File: src/rtl/riscv_pkg.sv
// Shared definitions for the multicycle RISC-V control path.
// Holds the control FSM state encoding, ALU operation codes, base opcodes and
// the mux select encodings driven by the controller.
package riscv_pkg;

   typedef enum logic [3:0] {
      StFetch    = 4'd0,
      StDecode   = 4'd1,
      StMemAdr   = 4'd2,
      StMemRead  = 4'd3,
      StMemWb    = 4'd4,
      StMemWrite = 4'd5,
      StExecuteR = 4'd6,
      StExecuteI = 4'd7,
      StAluWb    = 4'd8,
      StBranch   = 4'd9,
      StJal      = 4'd10,
      StJalr     = 4'd11,
      StJalrWb   = 4'd12,
      StLui      = 4'd13,
      StAuipc    = 4'd14,
      StTrap     = 4'd15
   } state_e;

   // ALU operations
   localparam logic [3:0] AluAdd  = 4'b0000;
   localparam logic [3:0] AluSub  = 4'b0001;
   localparam logic [3:0] AluAnd  = 4'b0010;
   localparam logic [3:0] AluOr   = 4'b0011;
   localparam logic [3:0] AluXor  = 4'b0100;
   localparam logic [3:0] AluSlt  = 4'b0101;
   localparam logic [3:0] AluSltu = 4'b0110;
   localparam logic [3:0] AluSll  = 4'b0111;
   localparam logic [3:0] AluSrl  = 4'b1000;
   localparam logic [3:0] AluSra  = 4'b1001;

   // Base opcodes
   localparam logic [6:0] OpLoad   = 7'b0000011;
   localparam logic [6:0] OpStore  = 7'b0100011;
   localparam logic [6:0] OpR      = 7'b0110011;
   localparam logic [6:0] OpI      = 7'b0010011;
   localparam logic [6:0] OpBranch = 7'b1100011;
   localparam logic [6:0] OpJal    = 7'b1101111;
   localparam logic [6:0] OpJalr   = 7'b1100111;
   localparam logic [6:0] OpLui    = 7'b0110111;
   localparam logic [6:0] OpAuipc  = 7'b0010111;

   // Result mux
   localparam logic [1:0] RsAluOut    = 2'b00;
   localparam logic [1:0] RsData      = 2'b01;
   localparam logic [1:0] RsAluResult = 2'b10;

   // SrcA mux
   localparam logic [1:0] SaPc    = 2'b00;
   localparam logic [1:0] SaOldPc = 2'b01;
   localparam logic [1:0] SaRd1   = 2'b10;
   localparam logic [1:0] SaZero  = 2'b11;

   // SrcB mux
   localparam logic [1:0] SbWriteData = 2'b00;
   localparam logic [1:0] SbImm       = 2'b01;
   localparam logic [1:0] SbFour      = 2'b10;

endpackage

File: src/rtl/alu_decoder.sv
// Combinational ALU operation decoder.
// Ports:
//   funct3_i    - instruction funct3 field
//   funct7b5_i  - instruction bit 30
//   is_rtype_i  - 1 for register-register ops (selects SUB for funct3=000)
//   alu_ctrl_o  - ALU operation code
module alu_decoder
   import riscv_pkg::*;
(
   input  logic [2:0] funct3_i,
   input  logic       funct7b5_i,
   input  logic       is_rtype_i,
   output logic [3:0] alu_ctrl_o
);

   always_comb begin
      alu_ctrl_o = AluAdd;
      unique case (funct3_i)
         // addi has no subtract form; bit 30 there is immediate data
         3'b000:  alu_ctrl_o = (is_rtype_i && funct7b5_i) ? AluSub : AluAdd;
         3'b001:  alu_ctrl_o = AluSll;
         3'b010:  alu_ctrl_o = AluSlt;
         3'b011:  alu_ctrl_o = AluSltu;
         3'b100:  alu_ctrl_o = AluXor;
         3'b101:  alu_ctrl_o = funct7b5_i ? AluSra : AluSrl;
         3'b110:  alu_ctrl_o = AluOr;
         3'b111:  alu_ctrl_o = AluAnd;
         default: alu_ctrl_o = AluAdd;
      endcase
   end

endmodule

File: src/rtl/mc_control_fsm.sv
// Multicycle RISC-V controller: Moore FSM sequencing fetch, decode and the
// per-class execute/writeback steps. BRANCH's pc_write also depends on the
// current ALU flags.
// Ports:
//   clk, reset (async, active-low)   Instr: IR contents
//   zero/negative/carryout/overflow  ALU flags of this cycle's result
//   pc_write, AdrSrc, MemWrite, IRWrite, ResultSrc, ALUControl,
//   ALUSrca, ALUSrcb, RegWrite       datapath controls
//   illegal: high in TRAP            state: current state (debug)
module mc_control_fsm
   import riscv_pkg::*;
#(
   parameter int unsigned TRAP_ON_ILLEGAL = 1
) (
   input  logic        clk,
   input  logic        reset,
   input  logic [31:0] Instr,
   input  logic        zero,
   input  logic        negative,
   input  logic        carryout,
   input  logic        overflow,
   output logic        pc_write,
   output logic        AdrSrc,
   output logic        MemWrite,
   output logic        IRWrite,
   output logic [1:0]  ResultSrc,
   output logic [3:0]  ALUControl,
   output logic [1:0]  ALUSrca,
   output logic [1:0]  ALUSrcb,
   output logic        RegWrite,
   output logic        illegal,
   output logic [3:0]  state
);

   state_e     state_q, state_d;
   logic [6:0] opcode;
   logic [2:0] funct3;
   logic [3:0] alu_dec;
   logic       taken;
   logic       pc_write_s, mem_write_s, ir_write_s, reg_write_s;

   assign opcode = Instr[6:0];
   assign funct3 = Instr[14:12];

   alu_decoder u_alu_decoder (
      .funct3_i   (funct3),
      .funct7b5_i (Instr[30]),
      .is_rtype_i (opcode == OpR),
      .alu_ctrl_o (alu_dec)
   );

   // carryout=1 means the subtraction did not borrow (unsigned a >= b)
   always_comb begin
      taken = 1'b0;
      unique case (funct3)
         3'b000:  taken = zero;
         3'b001:  taken = ~zero;
         3'b100:  taken = negative ^ overflow;
         3'b101:  taken = ~(negative ^ overflow);
         3'b110:  taken = ~carryout;
         3'b111:  taken = carryout;
         default: taken = 1'b0;
      endcase
   end

   always_ff @(posedge clk or negedge reset) begin
      if (!reset) begin
         state_q <= StFetch;
      end else begin
         state_q <= state_d;
      end
   end

   always_comb begin
      state_d     = state_q;
      pc_write_s  = 1'b0;
      mem_write_s = 1'b0;
      ir_write_s  = 1'b0;
      reg_write_s = 1'b0;
      AdrSrc      = 1'b0;
      ResultSrc   = RsAluOut;
      ALUControl  = AluAdd;
      ALUSrca     = SaPc;
      ALUSrcb     = SbWriteData;
      unique case (state_q)
         StFetch: begin
            ALUSrcb    = SbFour;
            ResultSrc  = RsAluResult;
            ir_write_s = 1'b1;
            pc_write_s = 1'b1;
            state_d    = StDecode;
         end
         StDecode: begin
            ALUSrca = SaOldPc;
            ALUSrcb = SbImm;
            unique case (opcode)
               OpLoad, OpStore: state_d = StMemAdr;
               OpR:             state_d = StExecuteR;
               OpI:             state_d = StExecuteI;
               OpBranch:        state_d = StBranch;
               OpJal:           state_d = StJal;
               OpJalr:          state_d = StJalr;
               OpLui:           state_d = StLui;
               OpAuipc:         state_d = StAuipc;
               default:         state_d = (TRAP_ON_ILLEGAL != 0) ? StTrap : StFetch;
            endcase
         end
         StMemAdr: begin
            ALUSrca = SaRd1;
            ALUSrcb = SbImm;
            state_d = (opcode == OpLoad) ? StMemRead : StMemWrite;
         end
         StMemRead: begin
            AdrSrc  = 1'b1;
            state_d = StMemWb;
         end
         StMemWb: begin
            ResultSrc   = RsData;
            reg_write_s = 1'b1;
            state_d     = StFetch;
         end
         StMemWrite: begin
            AdrSrc      = 1'b1;
            mem_write_s = 1'b1;
            state_d     = StFetch;
         end
         StExecuteR: begin
            ALUSrca    = SaRd1;
            ALUControl = alu_dec;
            state_d    = StAluWb;
         end
         StExecuteI: begin
            ALUSrca    = SaRd1;
            ALUSrcb    = SbImm;
            ALUControl = alu_dec;
            state_d    = StAluWb;
         end
         StAluWb: begin
            reg_write_s = 1'b1;
            state_d     = StFetch;
         end
         StBranch: begin
            ALUSrca    = SaRd1;
            ALUControl = AluSub;
            pc_write_s = taken;
            state_d    = StFetch;
         end
         StJal: begin
            ALUSrca    = SaOldPc;
            ALUSrcb    = SbFour;
            pc_write_s = 1'b1;
            state_d    = StAluWb;
         end
         StJalr: begin
            ALUSrca    = SaRd1;
            ALUSrcb    = SbImm;
            ResultSrc  = RsAluResult;
            pc_write_s = 1'b1;
            state_d    = StJalrWb;
         end
         StJalrWb: begin
            ALUSrca     = SaOldPc;
            ALUSrcb     = SbFour;
            ResultSrc   = RsAluResult;
            reg_write_s = 1'b1;
            state_d     = StFetch;
         end
         StLui: begin
            ALUSrca = SaZero;
            ALUSrcb = SbImm;
            state_d = StAluWb;
         end
         StAuipc: begin
            ALUSrca = SaOldPc;
            ALUSrcb = SbImm;
            state_d = StAluWb;
         end
         StTrap: begin
            state_d = StTrap;
         end
         default: state_d = StFetch;
      endcase
   end

   // State already reads FETCH during reset, but FETCH's enables must not
   // reach the datapath until reset is released.
   assign pc_write = pc_write_s & reset;
   assign MemWrite = mem_write_s & reset;
   assign IRWrite  = ir_write_s & reset;
   assign RegWrite = reg_write_s & reset;
   assign illegal  = (state_q == StTrap);
   assign state    = state_q;

endmodule

File: config.mk
export PLATFORM = sky130hd
export DESIGN_NAME = mc_control_fsm
export DESIGN_NICKNAME = d
export VERILOG_FILES = /design/src/rtl/riscv_pkg.sv /design/src/rtl/alu_decoder.sv /design/src/rtl/mc_control_fsm.sv
export SDC_FILE = /design/constraint.sdc
export NUM_CORES = 1
export LEC_CHECK = 0
export BUFFER_PORTS_ARGS = -buffer_cell sky130_fd_sc_hd__buf_2
export CAP_MARGIN = 10
export CELL_PAD_IN_SITES_DETAIL_PLACEMENT = 0
export CELL_PAD_IN_SITES_GLOBAL_PLACEMENT = 2
export CORE_MARGIN = 2
export CORE_UTILIZATION = 19
export CTS_CLUSTER_DIAMETER = 80
export DETAILED_ROUTE_END_ITERATION = 10
export PLACE_DENSITY = 0.93
export REMOVE_ABC_BUFFERS = 1
export SLEW_MARGIN = 25
export SYNTH_ARGS = -nofsm -noshare
export SYNTH_HDL_FRONTEND = slang
export SYNTH_SLANG_ARGS = --single-unit
File: constraint.sdc
create_clock -name clk -period 2.3 [get_ports clk]
set_clock_uncertainty 0.1 [all_clocks]
set_input_delay 0.115 -clock clk [delete_from_list [all_inputs] [get_ports clk]]
set_output_delay 0.115 -clock clk [all_outputs]
set_load 0.1 [all_outputs]
# Yosys cells after proc, flatten, opt, wreduce, memory -nomap -nowiden
# Cells that the tools add are included.
dict set report word_totals {
  romBits 0
  latch_bits 0
  word_cells 71
  ramBits 0
  ff_bits 4
  out_inout_bits 20
  mem_count 0
}
dict set report classes {
  div 0
  shift 0
  n_mul 0
  bitwise 8
  addsub 0
  n_lt_le_gt_ge 0
  eq_ne 31
  n_mux 16
  n_reduce_logical 15
}
# op count
set op_table {}
lappend op_table {{$pmux W4 S8} 3}
lappend op_table {{$eq A4 B4 Y1 const B} 8}
lappend op_table {{$eq A7 B6 Y1 const B} 3}
lappend op_table {{$eq A7 B7 Y1 const B} 3}
lappend op_table {{$eq A4 B3 Y1 const B} 4}
lappend op_table {{$reduce_or A5 Y1} 3}
lappend op_table {{$eq A7 B5 Y1 const B} 2}
lappend op_table {{$eq A3 B3 Y1 const B} 4}
lappend op_table {{$reduce_or A3 Y1} 4}
lappend op_table {{$eq A4 B2 Y1 const B} 2}
lappend op_table {{$pmux W2 S2} 2}
lappend op_table {{$pmux W4 S2} 1}
lappend op_table {{$eq A7 B2 Y1 const B} 1}
lappend op_table {{$eq A3 B2 Y1 const B} 2}
lappend op_table {{$mux W1} 6}
lappend op_table {{$pmux W1 S6} 1}
lappend op_table {{$pmux W2 S3} 1}
lappend op_table {{$reduce_or A2 Y1} 3}
lappend op_table {{$reduce_or A6 Y1} 1}
lappend op_table {{$and A1 B1 Y1} 4}
lappend op_table {{$eq A4 B1 Y1 const B} 1}
lappend op_table {{$logic_not A4 Y1} 1}
lappend op_table {{$reduce_or A4 Y1} 1}
lappend op_table {{$eq A3 B1 Y1 const B} 1}
lappend op_table {{6 further kinds} 8}

# Depth between registers and ports, before layout
dict set report logic_depth {
  depth_word 5
  mapped_depth 5
  depth_no_buf 4
}

# Hierarchy
# From an unflattened synthesis, not the netlist that was laid out.
dict set report unflattened {
  cells_unflattened 100
  area_unflattened_um2 718.2
}
# mod area_per_inst_um2 seq_area_each_um2 cells_per_inst n_inst
set modules_own_cells {}
lappend modules_own_cells {mc_control_fsm 658.1 100.1 91 1}
lappend modules_own_cells {alu_decoder 60.1 0.0 9 1}

# Least setup slack after synthesis
# OpenSTA, ideal clock, no wires.
dict set report synth_path {
  path_kind {register to output}
  startpoint {register state_q[0] (netlist: state[0])}
  endpoint {output pc_write}
  stages_incl_launch_ff 6
  required_ns 2.085
  setup_slack_ns -4.183
  t_arrival_ns 6.268
  path_cell_list {dfrtp_1 -> buf_2 -> inv_2 -> o21ai_0 -> a21oi_1 -> a2111oi_0}
}
dict set report synth_between {
  elab_chain_cells 4
  elab_cells_between_ends 7
  cone_classes {eq/ne (3); mux (1); bitwise (1); reduce/logical (2)}
}
# element line_no
set synth_rtl {}
lappend synth_rtl {{start: declaration} mc_control_fsm.sv:35} ;# state_e state_q, state_d;
lappend synth_rtl {{start signal: assignment} mc_control_fsm.sv:68} ;# state_q <= StFetch;
lappend synth_rtl {{start signal: assignment} mc_control_fsm.sv:70} ;# state_q <= state_d;
lappend synth_rtl {{$eq A4 B4 Y1 / $logic_not A4 Y1 (equally long branches)} mc_control_fsm.sv:85} ;# unique case (state_q)
lappend synth_rtl {{$reduce_or A3 Y1 (no source line)} --}
lappend synth_rtl {{$pmux W1 S2 (*)} mc_control_fsm.sv:85}
lappend synth_rtl {{$and A1 B1 Y1 (*)} mc_control_fsm.sv:187} ;# assign pc_write = pc_write_s & reset;
lappend synth_rtl {{end: declaration} mc_control_fsm.sv:22} ;# output logic pc_write,
# Mark *: on every way between the ends. The rest lies on a longest branch, timed or not.

# Final worst setup path
dict set report layout_path {
  startpoint {register state_q[1] (netlist: state[1])}
  endpoint {output pc_write}
}
# Same word-level chain as after synthesis.

==> flow_metrics.tcl <==
set metrics [dict create \
    final.setup.worst_slack_ns 0.160 \
    drtIter0Drc 23 \
    postRouteWirelength_um 2130 \
    via_count_of_the_first_global_routing_pass 781 \
    async_flop_share_pct 100 \
    finish.net_count 184 \
    rsz0062_at_grt "false" \
    numCtsBuffers 3 \
    dominantRegCellSynth "sky130_fd_sc_hd__dfrtp_1" \
    chipWidth_um 65.1 \
    top_library_cells_by_usage_in_the_layout_fill_and_taps_aside "sky130_fd_sc_hd__buf_2 (31), sky130_fd_sc_hd__nor2_1 (13), sky130_fd_sc_hd__nand2_1 (9), sky130_fd_sc_hd__o21ai_0 (9)" \
    critical-path-slowest-cell "sky130_fd_sc_hd__dfrtp_1" \
    critical_path.reg2reg.endpoint "state[2]" \
    largest_reg_flops 4 \
    r2r-start "state[3]" \
    routed-via-count 885 \
    worstHoldPathCells 3 \
    synth.largest_area_cell "sky130_fd_sc_hd__dfrtp_1" \
    groute.layer.met2.usage_pct 16.4 \
    grt_start_max_net_pins 13 \
    cp_slowest_stage_delay_ns 0.46 \
    crit_path_start_kind "flip-flop" \
    numPortBuffers 36 \
    layout_worst_path_cycle_share_pct 93.0 \
    yosys_register_bits 4 \
    setup_viol 0 \
    top_usage_layer "met2" \
    tritoncts "done" \
    final_antenna_net_count 0 \
    timing.hold.worst.class "input pin to flip-flop" \
    drc 0 \
    crit_family "compound AO/OA/AOI/OAI gates" \
    timing_hold_violations_final 0 \
    ctsRootBufferMaster "sky130_fd_sc_hd__clkbuf_8" \
    num_rows 22 \
    drv_slew 0 \
    start_util_pct 19.5 \
    path_class "flip-flop to output pin" \
    post_synthesis_instance_area_um2 709 \
    post-synth-top-area-fraction_pct 14.1 \
    dp_hpwl_um 1730 \
    globalRouteTotalUtil_pct 10.2 \
    groute.layer.met3.usage_pct 1.88 \
    largest_cells_by_area_after_synthesis "sky130_fd_sc_hd__dfrtp_1 (14%), sky130_fd_sc_hd__nor2_1 (6.9%), sky130_fd_sc_hd__o21ai_0 (6.3%)" \
    reg2reg_depth 5 \
    final_common_cell "sky130_fd_sc_hd__buf_2" \
    drv.max_cap_violation_count 0 \
    worst-slew-pin-transition_ns 0.491 \
    wire_length_of_the_first_global_routing_pass_um 3470 \
    path_clk_slew_ns 0.03 \
    area_growth_pct 50.6 \
    worstPathRequired_ns 2.09 \
    antenna-diode-count 0 \
    setup.worst_path.end_class "output pin" \
    avgSynthCellArea_um2 6.69 \
    fp.dieArea_mm2 0.00424 \
    timing.critical_path.arrival_ns 1.93 \
    placed_area_mm2 0.00101 \
    period_minus_slack_ns 2.14 \
    core_area_mm2 0.00363 \
    syn_inst 106 \
    htreeDepth 1 \
    cp_max_fo 9 \
    regToRegSetupSlack_ns 0.76 \
    detail_route.first_pass.iterations 4 \
    worstPathCellList "nor3_2, a21oi_1, o211a_1, a2111oi_1, buf_4, buf_12" \
    yosysUniqueCellTypes 46 \
    clk_path_buf_depth 2 \
    relSlewSlack_pct 67.5 \
    synthesis.yosys.warnings 0 \
    result_of_the_run "completed" \
    min-delay-start "Instr[0]" \
    fin_worst_hold_slack_ns 0.102 \
    antenna_found_initial 0 \
    number_of_sinks_on_the_clock_net 4 \
    globalplace.congestion 0.748 \
    top_level_ports 58 \
    n_fill_cell 418 \
    chipHeight_um 65.1 \
    yosysSeqAreaShare_pct 14.1 \
    vias_per_cell 4.61 \
    drive_gt1_share_pct 34.0 \
    use_met1_pct 13.9 \
    routed_wire_length_per_instance_um 11.1 \
    clock_insertion_delay_worst_skew_ns 0.22 \
    min_delay_worst_endpoint "state[1]" \
    fmax_mhz 467 \
    final.setup.tns_ns 0 \
    critical_path_buf_inv_count 2 \
    place_ws_ns 0.292 \
    final_area_mm2 0.00107 \
    synth-edff-count 0 \
    grt_overflow_total 0 \
]
-- how the worst max path moves through the flow --
stage / cells after the start / from / slack (ns) / endpoint
final: 6 / state[1] / 0.16 / pc_write
after detailed placement: 6 / state[0] / 0.29 / pc_write
after global routing: 6 / state[1] / 0.05 / pc_write
after floorplan: 4 / state[1] / -4.29 / pc_write
after CTS: 6 / state[0] / 0.06 / pc_write
after global placement: 6 / state[0] / 0.41 / pc_write
-- Yosys cell counts, drive strengths merged, types with 2 or more instances --
| master | count |
|---|---|
| clkbuf | 2 |
| xor2 | 2 |
| nand2 | 9 |
| nand2b | 6 |
| buf | 5 |
| nor2 | 13 |
| a211o | 2 |
| or3 | 3 |
| nor2b | 2 |
| dfrtp | 4 |
| nand3 | 6 |
| a21oi | 4 |
| inv | 6 |
| xnor2 | 2 |
| and4 | 2 |
| nor3 | 4 |
| o21ai | 9 |
-- logic make-up after synthesis --
| logic type | synth area share [%] |
|---|---|
| compound gates | 30.5 |
| xor+xnor | 4.94 |
| buf+inv | 8.11 |
| mux | 1.59 |
| simple gates | 40.7 |
| flops | 14.1 |
-- worst register-to-register path, cell delays in order, from the launching register on --
cell and delay [ns]:
sky130_fd_sc_hd__dfrtp_1 0.42, sky130_fd_sc_hd__buf_4 0.19, sky130_fd_sc_hd__or2_1 0.26, sky130_fd_sc_hd__nor2_1 0.20, sky130_fd_sc_hd__o311a_1 0.20, sky130_fd_sc_hd__a311o_1 0.11
-- through the flow --
step | instances | utilization [%]
global placement | 188 | 27.9
CTS | 192 | 29.3
global route | 192 | 29.4
floorplan | 99 | -
detailed placement | 188 | 27.9
finish | 192 | 29.4
-- routing by layer --
metal  vias up  wire length (um)
met3         3                87
met2        22               996
met4         0                15
met5         -                 0
met1       392              1030
li1        468                 -
-- cell type report --
cell class,count,area (um2),area share (%)
Tap cell,48,60.1,5.62
Multi-Input combinational cell,89,553,51.8
Timing Repair Buffer,42,290,27.2
Clock buffer,3,41.3,3.86
Inverter,6,22.5,2.11
Sequential cell,4,101,9.48
-- what timing repair did --
item	CTS	global route
gates resized for setup	0	3
hold buffers	1	0
endpoints found under the hold margin	4	0
setup endpoints to repair	0	1
setup buffers	0	0
Power is left out: the tool's default activity adds up to more than one toggle a clock period on the data nets, which glitch-free logic cannot reach.
